$ cat config.mk
export PLATFORM = sky130hd
export DESIGN_NAME = spi_segment_sequencer_flat
export DESIGN_NICKNAME = d
export VERILOG_FILES = /design/src/rtl/spi_segment_sequencer_if.sv /design/src/rtl/spi_segment_sequencer.sv /design/src/flat_wrapper.sv
export SDC_FILE = /design/constraint.sdc
export NUM_CORES = 1
export LEC_CHECK = 0
export BUFFER_PORTS_ARGS = -buffer_cell sky130_fd_sc_hd__buf_2
export CORE_UTILIZATION = 30
export DETAILED_ROUTE_END_ITERATION = 10
export GPL_ROUTABILITY_DRIVEN = 0
export SYNTH_ARGS = -nofsm -noshare
export SYNTH_HDL_FRONTEND = slang
export SYNTH_SLANG_ARGS = --single-unit
$ cat constraint.sdc
create_clock -name i_clk -period 5.9 [get_ports i_clk]
set_input_delay 0.295 -clock i_clk [delete_from_list [all_inputs] [get_ports i_clk]]
set_output_delay 0.295 -clock i_clk [all_outputs]
set_load 0.005 [all_outputs]
$ cat src/rtl/spi_segment_sequencer_if.sv
// Bundle between the segment sequencer, its segment memory, both drawing engines and the display bus.
// master = sequencer side, slave = memory/engines/host side.
interface spi_segment_sequencer_if #(
  parameter int AW = 4
);
  // host control and status
  logic          i_start;
  logic          i_abort;
  logic          o_busy;
  logic          o_done;
  // segment memory
  logic [AW-1:0] o_seg_addr;
  logic [35:0]   i_seg_data;
  // general line engine
  logic          o_line_start;
  logic [8:0]    o_line_x1;
  logic [8:0]    o_line_y1;
  logic [8:0]    o_line_x2;
  logic [8:0]    o_line_y2;
  logic          i_line_done;
  logic          i_line_mosi;
  logic          i_line_dc;
  logic          i_line_cs;
  // horizontal-span engine
  logic          o_hor_start;
  logic [8:0]    o_hor_x1;
  logic [8:0]    o_hor_x2;
  logic [8:0]    o_hor_y;
  logic          i_hor_done;
  logic          i_hor_mosi;
  logic          i_hor_dc;
  logic          i_hor_cs;
  // shared display bus
  logic          o_mosi;
  logic          o_dc;
  logic          o_cs;

  modport master (
    input  i_start, i_abort, i_seg_data,
    input  i_line_done, i_line_mosi, i_line_dc, i_line_cs,
    input  i_hor_done, i_hor_mosi, i_hor_dc, i_hor_cs,
    output o_busy, o_done, o_seg_addr,
    output o_line_start, o_line_x1, o_line_y1, o_line_x2, o_line_y2,
    output o_hor_start, o_hor_x1, o_hor_x2, o_hor_y,
    output o_mosi, o_dc, o_cs
  );

  modport slave (
    output i_start, i_abort, i_seg_data,
    output i_line_done, i_line_mosi, i_line_dc, i_line_cs,
    output i_hor_done, i_hor_mosi, i_hor_dc, i_hor_cs,
    input  o_busy, o_done, o_seg_addr,
    input  o_line_start, o_line_x1, o_line_y1, o_line_x2, o_line_y2,
    input  o_hor_start, o_hor_x1, o_hor_x2, o_hor_y,
    input  o_mosi, o_dc, o_cs
  );
endinterface

$ cat src/rtl/spi_segment_sequencer.sv
// Walks segments 0..SEG_COUNT-1 from segment memory, hands each to the line or horizontal engine,
// waits for that engine's done and muxes its SPI outputs onto the display bus while it runs.
module spi_segment_sequencer #(
  parameter int SEG_COUNT = 15,
  parameter int AW        = 4
) (
  input logic                     i_clk,
  input logic                     i_rst,
  spi_segment_sequencer_if.master bus
);
  typedef enum logic [2:0] {IDLE, FETCH, LATCH, RUN, FIN} state_t;
  typedef enum logic {SEL_LINE, SEL_HOR} sel_t;

  localparam logic [AW-1:0] LAST_ADDR = AW'(SEG_COUNT - 1);

  state_t     state;
  sel_t       sel;
  logic [8:0] x1, y1, x2, y2;
  logic       sel_done;
  logic       start_high;

  assign x1 = bus.i_seg_data[35:27];
  assign y1 = bus.i_seg_data[26:18];
  assign x2 = bus.i_seg_data[17:9];
  assign y2 = bus.i_seg_data[8:0];

  assign sel_done   = (sel == SEL_HOR) ? bus.i_hor_done : bus.i_line_done;
  // a done seen alongside our own start pulse belongs to an older job
  assign start_high = bus.o_line_start | bus.o_hor_start;

  always_comb begin
    bus.o_mosi = 1'b0;
    bus.o_dc   = 1'b0;
    bus.o_cs   = 1'b1;
    if (state == RUN) begin
      if (sel == SEL_HOR) begin
        bus.o_mosi = bus.i_hor_mosi;
        bus.o_dc   = bus.i_hor_dc;
        bus.o_cs   = bus.i_hor_cs;
      end else begin
        bus.o_mosi = bus.i_line_mosi;
        bus.o_dc   = bus.i_line_dc;
        bus.o_cs   = bus.i_line_cs;
      end
    end
  end

  always_ff @(posedge i_clk or posedge i_rst) begin
    if (i_rst) begin
      state            <= IDLE;
      sel              <= SEL_LINE;
      bus.o_seg_addr   <= '0;
      bus.o_busy       <= 1'b0;
      bus.o_done       <= 1'b0;
      bus.o_line_start <= 1'b0;
      bus.o_line_x1    <= '0;
      bus.o_line_y1    <= '0;
      bus.o_line_x2    <= '0;
      bus.o_line_y2    <= '0;
      bus.o_hor_start  <= 1'b0;
      bus.o_hor_x1     <= '0;
      bus.o_hor_x2     <= '0;
      bus.o_hor_y      <= '0;
    end else begin
      bus.o_done <= 1'b0;
      case (state)
        IDLE: begin
          if (bus.i_start) begin
            bus.o_seg_addr <= '0;
            bus.o_busy     <= 1'b1;
            state          <= FETCH;
          end
        end
        FETCH: state <= LATCH;
        LATCH: begin
          if (y1 == y2) begin
            bus.o_hor_y     <= y1;
            bus.o_hor_x1    <= (x1 <= x2) ? x1 : x2;
            bus.o_hor_x2    <= (x1 <= x2) ? x2 : x1;
            bus.o_hor_start <= 1'b1;
            sel             <= SEL_HOR;
          end else begin
            bus.o_line_x1    <= x1;
            bus.o_line_y1    <= y1;
            bus.o_line_x2    <= x2;
            bus.o_line_y2    <= y2;
            bus.o_line_start <= 1'b1;
            sel              <= SEL_LINE;
          end
          state <= RUN;
        end
        RUN: begin
          bus.o_line_start <= 1'b0;
          bus.o_hor_start  <= 1'b0;
          if (!start_high && sel_done) begin
            if (bus.o_seg_addr == LAST_ADDR) begin
              bus.o_done <= 1'b1;
              state      <= FIN;
            end else begin
              bus.o_seg_addr <= bus.o_seg_addr + AW'(1);
              state          <= FETCH;
            end
          end
        end
        FIN: begin
          bus.o_busy <= 1'b0;
          state      <= IDLE;
        end
        default: state <= IDLE;
      endcase
      // abort wins over everything, including a done arriving this cycle
      if (bus.i_abort && state != IDLE) begin
        state            <= IDLE;
        bus.o_busy       <= 1'b0;
        bus.o_done       <= 1'b0;
        bus.o_line_start <= 1'b0;
        bus.o_hor_start  <= 1'b0;
      end
    end
  end
endmodule

$ cat src/flat_wrapper.sv
// flat-port wrapper written by rule: the top's interface ports become plain ports
module spi_segment_sequencer_flat 
#(
  parameter int SEG_COUNT = 15,
  parameter int AW        = 4
)
  (i_clk, i_rst, bus_i_start, bus_i_abort, bus_i_seg_data, bus_i_line_done, bus_i_line_mosi, bus_i_line_dc, bus_i_line_cs, bus_i_hor_done, bus_i_hor_mosi, bus_i_hor_dc, bus_i_hor_cs, bus_o_busy, bus_o_done, bus_o_seg_addr, bus_o_line_start, bus_o_line_x1, bus_o_line_y1, bus_o_line_x2, bus_o_line_y2, bus_o_hor_start, bus_o_hor_x1, bus_o_hor_x2, bus_o_hor_y, bus_o_mosi, bus_o_dc, bus_o_cs);
  spi_segment_sequencer_if #(.AW(AW)) bus_i ();
  input logic i_clk;
  input logic i_rst;
  input wire logic [$bits(bus_i.i_start)-1:0] bus_i_start;
  input wire logic [$bits(bus_i.i_abort)-1:0] bus_i_abort;
  input wire logic [$bits(bus_i.i_seg_data)-1:0] bus_i_seg_data;
  input wire logic [$bits(bus_i.i_line_done)-1:0] bus_i_line_done;
  input wire logic [$bits(bus_i.i_line_mosi)-1:0] bus_i_line_mosi;
  input wire logic [$bits(bus_i.i_line_dc)-1:0] bus_i_line_dc;
  input wire logic [$bits(bus_i.i_line_cs)-1:0] bus_i_line_cs;
  input wire logic [$bits(bus_i.i_hor_done)-1:0] bus_i_hor_done;
  input wire logic [$bits(bus_i.i_hor_mosi)-1:0] bus_i_hor_mosi;
  input wire logic [$bits(bus_i.i_hor_dc)-1:0] bus_i_hor_dc;
  input wire logic [$bits(bus_i.i_hor_cs)-1:0] bus_i_hor_cs;
  output wire logic [$bits(bus_i.o_busy)-1:0] bus_o_busy;
  output wire logic [$bits(bus_i.o_done)-1:0] bus_o_done;
  output wire logic [$bits(bus_i.o_seg_addr)-1:0] bus_o_seg_addr;
  output wire logic [$bits(bus_i.o_line_start)-1:0] bus_o_line_start;
  output wire logic [$bits(bus_i.o_line_x1)-1:0] bus_o_line_x1;
  output wire logic [$bits(bus_i.o_line_y1)-1:0] bus_o_line_y1;
  output wire logic [$bits(bus_i.o_line_x2)-1:0] bus_o_line_x2;
  output wire logic [$bits(bus_i.o_line_y2)-1:0] bus_o_line_y2;
  output wire logic [$bits(bus_i.o_hor_start)-1:0] bus_o_hor_start;
  output wire logic [$bits(bus_i.o_hor_x1)-1:0] bus_o_hor_x1;
  output wire logic [$bits(bus_i.o_hor_x2)-1:0] bus_o_hor_x2;
  output wire logic [$bits(bus_i.o_hor_y)-1:0] bus_o_hor_y;
  output wire logic [$bits(bus_i.o_mosi)-1:0] bus_o_mosi;
  output wire logic [$bits(bus_i.o_dc)-1:0] bus_o_dc;
  output wire logic [$bits(bus_i.o_cs)-1:0] bus_o_cs;
  assign bus_i.i_start = bus_i_start;
  assign bus_i.i_abort = bus_i_abort;
  assign bus_i.i_seg_data = bus_i_seg_data;
  assign bus_i.i_line_done = bus_i_line_done;
  assign bus_i.i_line_mosi = bus_i_line_mosi;
  assign bus_i.i_line_dc = bus_i_line_dc;
  assign bus_i.i_line_cs = bus_i_line_cs;
  assign bus_i.i_hor_done = bus_i_hor_done;
  assign bus_i.i_hor_mosi = bus_i_hor_mosi;
  assign bus_i.i_hor_dc = bus_i_hor_dc;
  assign bus_i.i_hor_cs = bus_i_hor_cs;
  assign bus_o_busy = bus_i.o_busy;
  assign bus_o_done = bus_i.o_done;
  assign bus_o_seg_addr = bus_i.o_seg_addr;
  assign bus_o_line_start = bus_i.o_line_start;
  assign bus_o_line_x1 = bus_i.o_line_x1;
  assign bus_o_line_y1 = bus_i.o_line_y1;
  assign bus_o_line_x2 = bus_i.o_line_x2;
  assign bus_o_line_y2 = bus_i.o_line_y2;
  assign bus_o_hor_start = bus_i.o_hor_start;
  assign bus_o_hor_x1 = bus_i.o_hor_x1;
  assign bus_o_hor_x2 = bus_i.o_hor_x2;
  assign bus_o_hor_y = bus_i.o_hor_y;
  assign bus_o_mosi = bus_i.o_mosi;
  assign bus_o_dc = bus_i.o_dc;
  assign bus_o_cs = bus_i.o_cs;
  spi_segment_sequencer #(.SEG_COUNT(SEG_COUNT), .AW(AW)) u_core (.i_clk(i_clk), .i_rst(i_rst), .bus(bus_i));
endmodule
==> results of run 1 <==
[state kept, by name, indices dropped and copies added (netlist names)]
name	flops
u_core.bus.o_hor_x1	9
u_core.bus.o_hor_x2	9
u_core.bus.o_hor_y	9
u_core.bus.o_line_x1	9
u_core.bus.o_line_x2	9
u_core.bus.o_line_y1	9
u_core.bus.o_line_y2	9
u_core.bus.o_seg_addr	4
u_core.state	3
u_core.bus.o_busy	1
u_core.bus.o_done	1
u_core.bus.o_hor_start	1
u_core.bus.o_line_start	1
u_core.sel	1
[cells in the final DEF (no fill, tap or decap), types with 2 or more instances in the layout]
| cell type | netlist | routed |
|---|---|---|
| buf_4 | 0 | 3 |
| o21ai_0 | 24 | 24 |
| mux2i_1 | 4 | 4 |
| a22oi_1 | 2 | 2 |
| clkinv_2 | 0 | 3 |
| nor2_1 | 31 | 31 |
| nor2b_1 | 2 | 2 |
| clkbuf_16 | 0 | 9 |
| xnor2_1 | 11 | 11 |
| nand4_1 | 3 | 3 |
| o41a_1 | 2 | 2 |
| dfrtp_1 | 75 | 75 |
| nand2_1 | 8 | 8 |
| ha_1 | 11 | 11 |
| a21oi_1 | 6 | 6 |
| mux2_2 | 45 | 45 |
| nor3_1 | 5 | 5 |
| a31oi_1 | 18 | 18 |
| inv_1 | 12 | 11 |
| nand3_1 | 22 | 22 |
| o21a_1 | 2 | 2 |
| clkbuf_8 | 0 | 3 |
| buf_2 | 3 | 121 |
[per-layer routing]
layer  GRT usage  vias up
met4      0.0649        0
met2       0.230       76
met3      0.0386        9
met1       0.197     1380
li1            -     1367
met5           0        -
[power by group through the flow]
stage          clock [uW]  sequential, uW  combinational (uW)
2_1_floorplan           0             763                 283
3_3_place_gp            0             756                 494
3_5_place_dp            0             764                 507
4_1_cts               585             757                 509
5_1_grt               609             775                 552
6_report              567             754                 499
[worst paths after layout]
path	startpoint	end	slack, ns
worst max-delay path	u_core.state[2]	u_core.bus.o_hor_x2[4]	3.51
min in group asynchronous	i_rst	u_core.bus.o_seg_addr[3]	0.26
worst min register to register	u_core.bus.o_hor_y[2]	u_core.bus.o_hor_y[2]	0.50
worst min-delay path	bus_i_seg_data[8]	u_core.bus.o_line_y2[8]	0.22
worst max register to register	u_core.state[2]	u_core.bus.o_hor_x2[4]	3.51
max in group asynchronous	i_rst	u_core.bus.o_hor_y[0]	5.02
[critical path, delay by kind of cell (launching register included)]
family / cells / cell delay, ns
compound gates: 1 / 0.17
buf+inv: 1 / 0.47
flops: 1 / 0.51
simple gates: 4 / 1.16
[through the flow]
step,cells,total power [uW]
global route,583,1940
finish,583,1820
detailed placement,567,1270
global placement,567,1250
floorplan,315,1050
CTS,583,1850
[cell type report]
class,instances,share of cell area
flip-flops and latches,75,0.408
multi-input cells,213,0.339
repair buffers,124,0.136
clock buffers,12,0.0579
well taps,143,0.0389
clock inverters,4,0.0103
inverters,12,0.0101
[kinds of logic after synthesis]
logic type | Yosys count
buffers and inverters | 27
DFF | 75
muxes | 49
AOI/OAI and AO/OA | 61
and+or+nand+nor | 81
adders and majority gates | 11
xor gates and xnor gates | 11
==> impl_metrics.ini, run 1 <==
[sta]
fmaxAchievable_mhz = 418
timing.final.crit_share = 0.405
holdWs_ns = 0.221
setup_viol = 0
tns_ns = 0
hold_viol = 0
slew_headroom = 0.287
timing.final.ws_setup_ns = 3.51
final_max_slew_viol_count = 0
min_period_ns = 2.39
worst_slew_pin_slew_ns = 1.07
rsz0062_at_grt = no
skew_ns = 0.00472

[synth]
synth_mux_area_frac = 0.152
synth_commonest_cells = dfrtp_1 (75), mux2_2 (45), nor2_1 (31)
async_flop_share = 1.00
syn_inst = 315
yosys-top-cells-area = dfrtp_1 (52%), mux2_2 (14%), ha_1 (3.8%)
synth_compound_gate_area_share = 0.104
synth_nets = 374
yosys_warnings = 0
synth_top_cell_by_area = dfrtp_1
netlist.area_leader.share = 0.523
syn_avg_cell_area_um2 = 11.4
ys_types = 38
synth_area_um2 = 3590
yosysMostFrequentCell = dfrtp_1
synth_top_family_by_area = multiplexers
synthFlopType = dfrtp_1
ys_seq_elements = 75
synth_edf_count = 0
synthAdderAreaFrac = 0.0384
ys_seq_area_frac = 0.523
synth_xor_xnor_area_share = 0.0268
synth_simple_gate_area_frac = 0.111

[drt]
routed_via_density = 4.86
met1_length_um = 4050
routedWlPerCell_um = 14.9
drt.antenna.violating_nets = 0
wl_met3_um = 512
dr.pass1.iters = 7
maxUsedRoutingLayer = met4
dr_wl_met2_um = 3990
drc = 18
wl_um = 8680
vias = 2832
drtIter0Drc = 100

[placement]
dp_hpwl_um = 6280
post-place-ws_ns = 3.42
place_area_um2 = 4290
port_buffers = 121

[clocking]
clock_sinks = 75
cts_made_buffers = 9
post_cts_buffers = 0
root_buffer = clkbuf_16
cts_resized = 0
path_clk_slew_ns = 0.06
cts_hold_buf = 0
clock_latency_ns = 0.33
clk_path_buf_depth = 2
cts_max_level = 3
cts_tree = done

[floorplan]
ios = 122
chipHeight_um = 111
die_x_um = 111
initial_core_util = 0.312
row_count = 39
die-area_um2 = 12400
core-area_um2 = 11500

[power_and_ir_drop]
p_seq_frac = 0.414
cellLeakagePower_uw = 0.00226
p_int_uw = 1300
p_sw_uw = 518
power_frac_clock = 0.311
irDropWorstVdd_mv = 0.149
sw_frac_of_total = 0.285
power_frac_comb = 0.274
power_density_nw_per_um2 = 395

[finish]
final_core_util = 0.400
drive_gt1_frac = 0.439
synthToLayoutAreaGrowth_pct = 28.3
antenna_cells = 0
final_area_um2 = 4600
nNetsFinal = 494
seq_area_um2 = 1880
multi_input_area_um2 = 1560
n_fill_cell = 1145

[global_routing]
track_usage = 0.149
antenna_found_initial = 0
grt_max_degree = 76
grt_pass1_vias = 2885
gr-total-overflow = 0
grt_pass1_wl_um = 14600

[worst_setup_path]
max_stage_delay_ns = 0.62
worstPathRequired_ns = 6.15
worstSetupStartpointType = flip-flop
reg2regPathDepth = 6
setup.worst_path.end_class = flip-flop
crit_path_cell_trace = and2b_2, nand2b_2, nor4_4, buf_4, nor2_1, a31oi_1
criticalPathCategory = flip-flop to flip-flop
arrival_ns = 2.64
critPathSlowestCell = nor4_4
cp_max_fo = 37

[outcome]
status = finished with violations
violations = DRC

[min_path]
hold_class = input pin to flip-flop
min_delay_path_depth = 2

[flow_run]
max-cap-violations = 0
Note: power is estimated with default switching activity, not from simulation.
==> inputs of run 2 (changes only) <==
==> constraint.sdc (replaced) <==
create_clock -name i_clk -period 2.3 [get_ports i_clk]
set_input_delay 0.115 -clock i_clk [delete_from_list [all_inputs] [get_ports i_clk]]
set_output_delay 0.115 -clock i_clk [all_outputs]
set_load 0.005 [all_outputs]
==> run 2 against run 1 <==
  * The run still ends with DRC left
  * Clock power rose by 130%
  * Flip-flop and latch count did not move
  * Register-to-register slack got worse by 3.1 ns
  * Setup slack got worse by 3.1 ns
  * Critical endpoint is now u_core.bus.o_line_x1[8]
  * Largest cell class unchanged
  * Largest power group unchanged
  * Highest routed layer unchanged
==> impl_metrics.ini, run 2 (synthesis gave the netlist of run 1 again) <==
[worst_setup_path]
arrival_ns = 2.15
worstSetupStartpointType = flip-flop
criticalPathCategory = flip-flop to flip-flop
setup.worst_path.end_class = flip-flop
worstPathRequired_ns = 2.52
cp_max_fo = 24

[clocking]
path_clk_slew_ns = 0.06
cts_made_buffers = 9
clock_latency_ns = 0.33
cts_tree = done
post_cts_buffers = 0
clk_path_buf_depth = 2
cts_max_level = 3
clock_sinks = 75
root_buffer = clkbuf_16

[global_routing]
grt_pass1_vias = 2934
grt_pass1_wl_um = 14600
track_usage = 0.149
antenna_found_initial = 0
gr-total-overflow = 0
grt_max_degree = 46

[floorplan]
die-area_um2 = 12400
chipHeight_um = 111
initial_core_util = 0.312
die_x_um = 111
ios = 122
core-area_um2 = 11500
row_count = 39

[sta]
hold_viol = 0
timing.final.crit_share = 0.840
final_max_slew_viol_count = 0
setup_viol = 0
rsz0062_at_grt = no
slew_headroom = 0.620
skew_ns = 0.00588
worst_slew_pin_slew_ns = 0.570
tns_ns = 0
fmaxAchievable_mhz = 518
min_period_ns = 1.93

[drt]
wl_um = 8650
drtIter0Drc = 112
drc = 18
routedWlPerCell_um = 14.6
routed_via_density = 4.88
vias = 2886
drt.antenna.violating_nets = 0
dr.pass1.iters = 7

[flow_run]
max-cap-violations = 0

[min_path]
hold_class = input pin to flip-flop

[placement]
port_buffers = 121
dp_hpwl_um = 6460

[finish]
drive_gt1_frac = 0.444
layout_common_cells = buf_2 (121), dfrtp_1 (75), mux2_2 (45), nor2_1 (31), o21ai_0 (24)
layout_commonest_cell = buf_2
antenna_cells = 0
nNetsFinal = 502
synthToLayoutAreaGrowth_pct = 29.5
final_core_util = 0.403

[outcome]
violations = DRC
status = finished with violations

[power_and_ir_drop]
cellLeakagePower_uw = 0.00229
power_density_nw_per_um2 = 978
irDropWorstVdd_mv = 0.417
[run 2: worst paths after layout]
kind                                       startpoint                  endpoint  slack [ns]  depth (start not counted)
min in group asynchronous                       i_rst  u_core.bus.o_seg_addr[2]        0.38                          3
worst max register to register        u_core.state[2]   u_core.bus.o_line_x1[8]        0.37                          5
worst min register to register  u_core.bus.o_hor_y[2]     u_core.bus.o_hor_y[2]        0.50                          1
worst min-delay path                bus_i_seg_data[2]   u_core.bus.o_line_y2[2]        0.04                          2
worst max-delay path                  u_core.state[2]   u_core.bus.o_line_x1[8]        0.37                          5
max in group asynchronous                       i_rst   u_core.bus.o_line_x1[3]        1.30                          4
[run 2: metrics by stage]
| step | hold WS [ns] | cells | total power, uW | area [um^2] | setup WS [ns] |
|---|---|---|---|---|---|
| global placement | 0.187 | 574 | 3230 | 4350 | 0.400 |
| CTS | 0.0249 | 591 | 4620 | 4650 | 0.361 |
| floorplan | 0.267 | 315 | 2680 | 3590 | 0.275 |
| finish | 0.0367 | 591 | 4540 | 4650 | 0.369 |
| global route | 0.0437 | 591 | 4840 | 4650 | 0.233 |
| detailed placement | 0.192 | 574 | 3270 | 4350 | 0.317 |
[run 2: area by class of cell]
type	instances	area, um^2
Fill cell	1151	6870
Sequential cell	75	1880
Multi-Input combinational cell	213	1560
Timing Repair Buffer	132	703
Clock buffer	12	256
Tap cell	143	179
Inverter	12	46.3
Clock inverter	4	25.0
[run 2: repair_timing]
action,CTS,global route
hold buffers,1,0
setup endpoints to repair,0,0
gates resized for setup,0,0
endpoints found under the hold margin,30,0
[run 2: critical path: stages (launching register included)]
cell and delay (ns):
dfrtp_1 0.52, and2b_2 0.35, nand2b_2 0.13, nor2_4 0.11
buf_4 0.31, mux2_2 0.38
[run 2: power breakdown]
part	total (uW)	internal (uW)	leakage, uW	switching, uW
sequential	1920	1710	0.000956	215
clock	1320	785	0.000135	530
combinational	1300	726	0.00120	577
total	4540	3220	0.00229	1320
[run 2: per-layer routing]
metal	vias up	share of wire	track usage
met3	13	0.062	0.0403
li1	1390	-	-
met2	93	0.46	0.235
met5	-	0	0
met4	0	0.019	0.0667
met1	1390	0.46	0.191
==> inputs of run 3 (changes only) <==
==> constraint.sdc (replaced) <==
create_clock -name i_clk -period 1.6 [get_ports i_clk]
set_input_delay 0.08 -clock i_clk [delete_from_list [all_inputs] [get_ports i_clk]]
set_output_delay 0.08 -clock i_clk [all_outputs]
set_load 0.005 [all_outputs]
==> run 3 against run 2 <==
  * The flow finishes with violations (DRC, setup timing)
  * Flip-flop and latch count unchanged
  * Sequential power grew 44%
  * Die area did not move
  * Worst hold slack lost 0.025 ns
  * Count of clock-buffer cells in the layout is the same
  * Fmax up 10%
  * Setup slack worse by 0.52 ns
  * Sequential share of layout area decreased by 6.5 points
  * Combinational power grew 100%
  * Critical endpoint is now u_core.bus.o_hor_y[0]
  * Largest power group unchanged
==> impl_metrics.ini, run 3 (synthesis gave the netlist of run 1 again) <==
[sta]
hold_viol = 0
timing.final.crit_share = 1.09
holdWs_ns = 0.0118
min_period_ns = 1.75
worst_slew_pin_slew_ns = 0.416
rsz0062_at_grt = yes
final_max_slew_viol_count = 0
skew_ns = 0.00711
slew_headroom = 0.723
setup_viol = 39
fmaxAchievable_mhz = 572
timing.final.ws_setup_ns = -0.149

[worst_setup_path]
worstSetupStartpointType = flip-flop
arrival_ns = 1.96
worstPathRequired_ns = 1.82
cp_max_fo = 6
criticalPathCategory = flip-flop to flip-flop
setup.worst_path.end_class = flip-flop

[clocking]
root_buffer = clkbuf_16
cts_tree = done
clock_sinks = 75
cts_made_buffers = 9
path_clk_slew_ns = 0.06
cts_max_level = 3
clk_path_buf_depth = 2
clock_latency_ns = 0.33

[drt]
drtIter0Drc = 97
drt.antenna.violating_nets = 0
routedWlPerCell_um = 15.9
wl_um = 10300
vias = 3167
dr.pass1.iters = 7
routed_via_density = 4.89
drc = 20

[finish]
seq_area_um2 = 1880
layout_commonest_cell = buf_2
n_fill_cell = 1078
antenna_cells = 0
drive_gt1_frac = 0.560
synthToLayoutAreaGrowth_pct = 54.3
nNetsFinal = 559
multi_input_area_um2 = 1790
layout_common_cells = buf_2 (121), dfrtp_1 (75), buf_4 (49), mux2_4 (27)

[global_routing]
grt_pass1_wl_um = 16100
track_usage = 0.166
grt_pass1_vias = 3111
antenna_found_initial = 0
grt_max_degree = 76
gr-total-overflow = 0

[power_and_ir_drop]
power_density_nw_per_um2 = 1370
p_int_uw = 5440
power_frac_clock = 0.293
cellLeakagePower_uw = 0.00275
sw_frac_of_total = 0.282
p_sw_uw = 2140
power_frac_comb = 0.342
irDropWorstVdd_mv = 0.744
p_seq_frac = 0.365
power.total_uw = 7580

[floorplan]
core-area_um2 = 11500
chipHeight_um = 111
die_x_um = 111
initial_core_util = 0.312
die-area_um2 = 12400
row_count = 39
ios = 122

[placement]
dp_hpwl_um = 6790
port_buffers = 121

[outcome]
status = finished with violations
violations = DRC, setup timing

[min_path]
hold_class = input pin to flip-flop

[flow_run]
max-cap-violations = 0
## run 3: changes by cell type in the layout (fill, tap and decap cells not counted), sizes merged
cell	before	now
buf	131	182
bufinv	0	2
clkbuf	12	16
clkinv	3	1
dlygate4sd3	1	2
nor2	32	33
## run 3: critical path: stages, from the launching register on
cell and delay (ns):
dfrtp_1 0.37, and2b_2 0.25, nand2b_4 0.07, buf_6 0.12, nor4_4 0.21, buf_4 0.19
buf_12 0.13, mux2_4 0.30
## run 3: per-stage QoR
stage | setup slack [ns] | instances | util | TNS [ns] | cell area, um^2
floorplan | -0.200 | 315 | - | -3.40 | 3620
global placement | -0.453 | 610 | 0.407 | -23.33 | 4690
detailed placement | -0.525 | 610 | 0.407 | -26.63 | 4690
CTS | -0.116 | 641 | 0.459 | -2.68 | 5280
global route | -0.241 | 648 | 0.481 | -7.18 | 5540
finish | -0.149 | 648 | 0.481 | -2.85 | 5540
## run 3: final cells by class
class,count,area share
tap,143,0.0323
inverter,12,0.00881
timing repair buffer,188,0.237
multi-input combinational,214,0.324
sequential,75,0.339
clock inverter,4,0.0131
clock buffer,12,0.0463
## run 3: path summary, 6_finish.rpt
path                                         startpoint                       to  slack [ns]  cells after the start
worst min-delay path                  bus_i_seg_data[6]  u_core.bus.o_line_y2[6]        0.01                      2
min in group asynchronous                         i_rst   u_core.bus.o_hor_x2[2]        0.39                      4
worst max register to register          u_core.state[2]    u_core.bus.o_hor_y[0]       -0.15                      7
worst min register to register  u_core.bus.o_line_x2[3]  u_core.bus.o_line_x2[3]        0.50                      1
worst max-delay path                    u_core.state[2]    u_core.bus.o_hor_y[0]       -0.15                      7
max in group asynchronous                         i_rst  u_core.bus.o_line_x1[0]        0.86                      4
## run 3: power groups by stage
stage               clock (uW)  sequential, uW  combinational [uW]
floorplan                    0            2820                1060
global placement             0            2750                2060
detailed placement           0            2770                2120
CTS                       2270            2750                2330
global route              2360            2830                2820
finish                    2220            2770                2600
## run 3: timing repair
item | 4_1_cts | 5_1_grt
gates cloned | 3 | 3
hold endpoints to repair | 76 | 0
setup buffers | 10 | 4
resized for setup | 17 | 50
setup endpoints to repair | 67 | 69
pin swaps | 8 | 4
hold buffers | 2 | 0
## run 3: routing by layer
metal,track usage,part of all wire,vias to the layer above
li1,-,-,1503
met1,0.227,0.47,1555
met2,0.256,0.46,100
met3,0.0397,0.055,9
met4,0.0622,0.013,0
met5,0,0,-
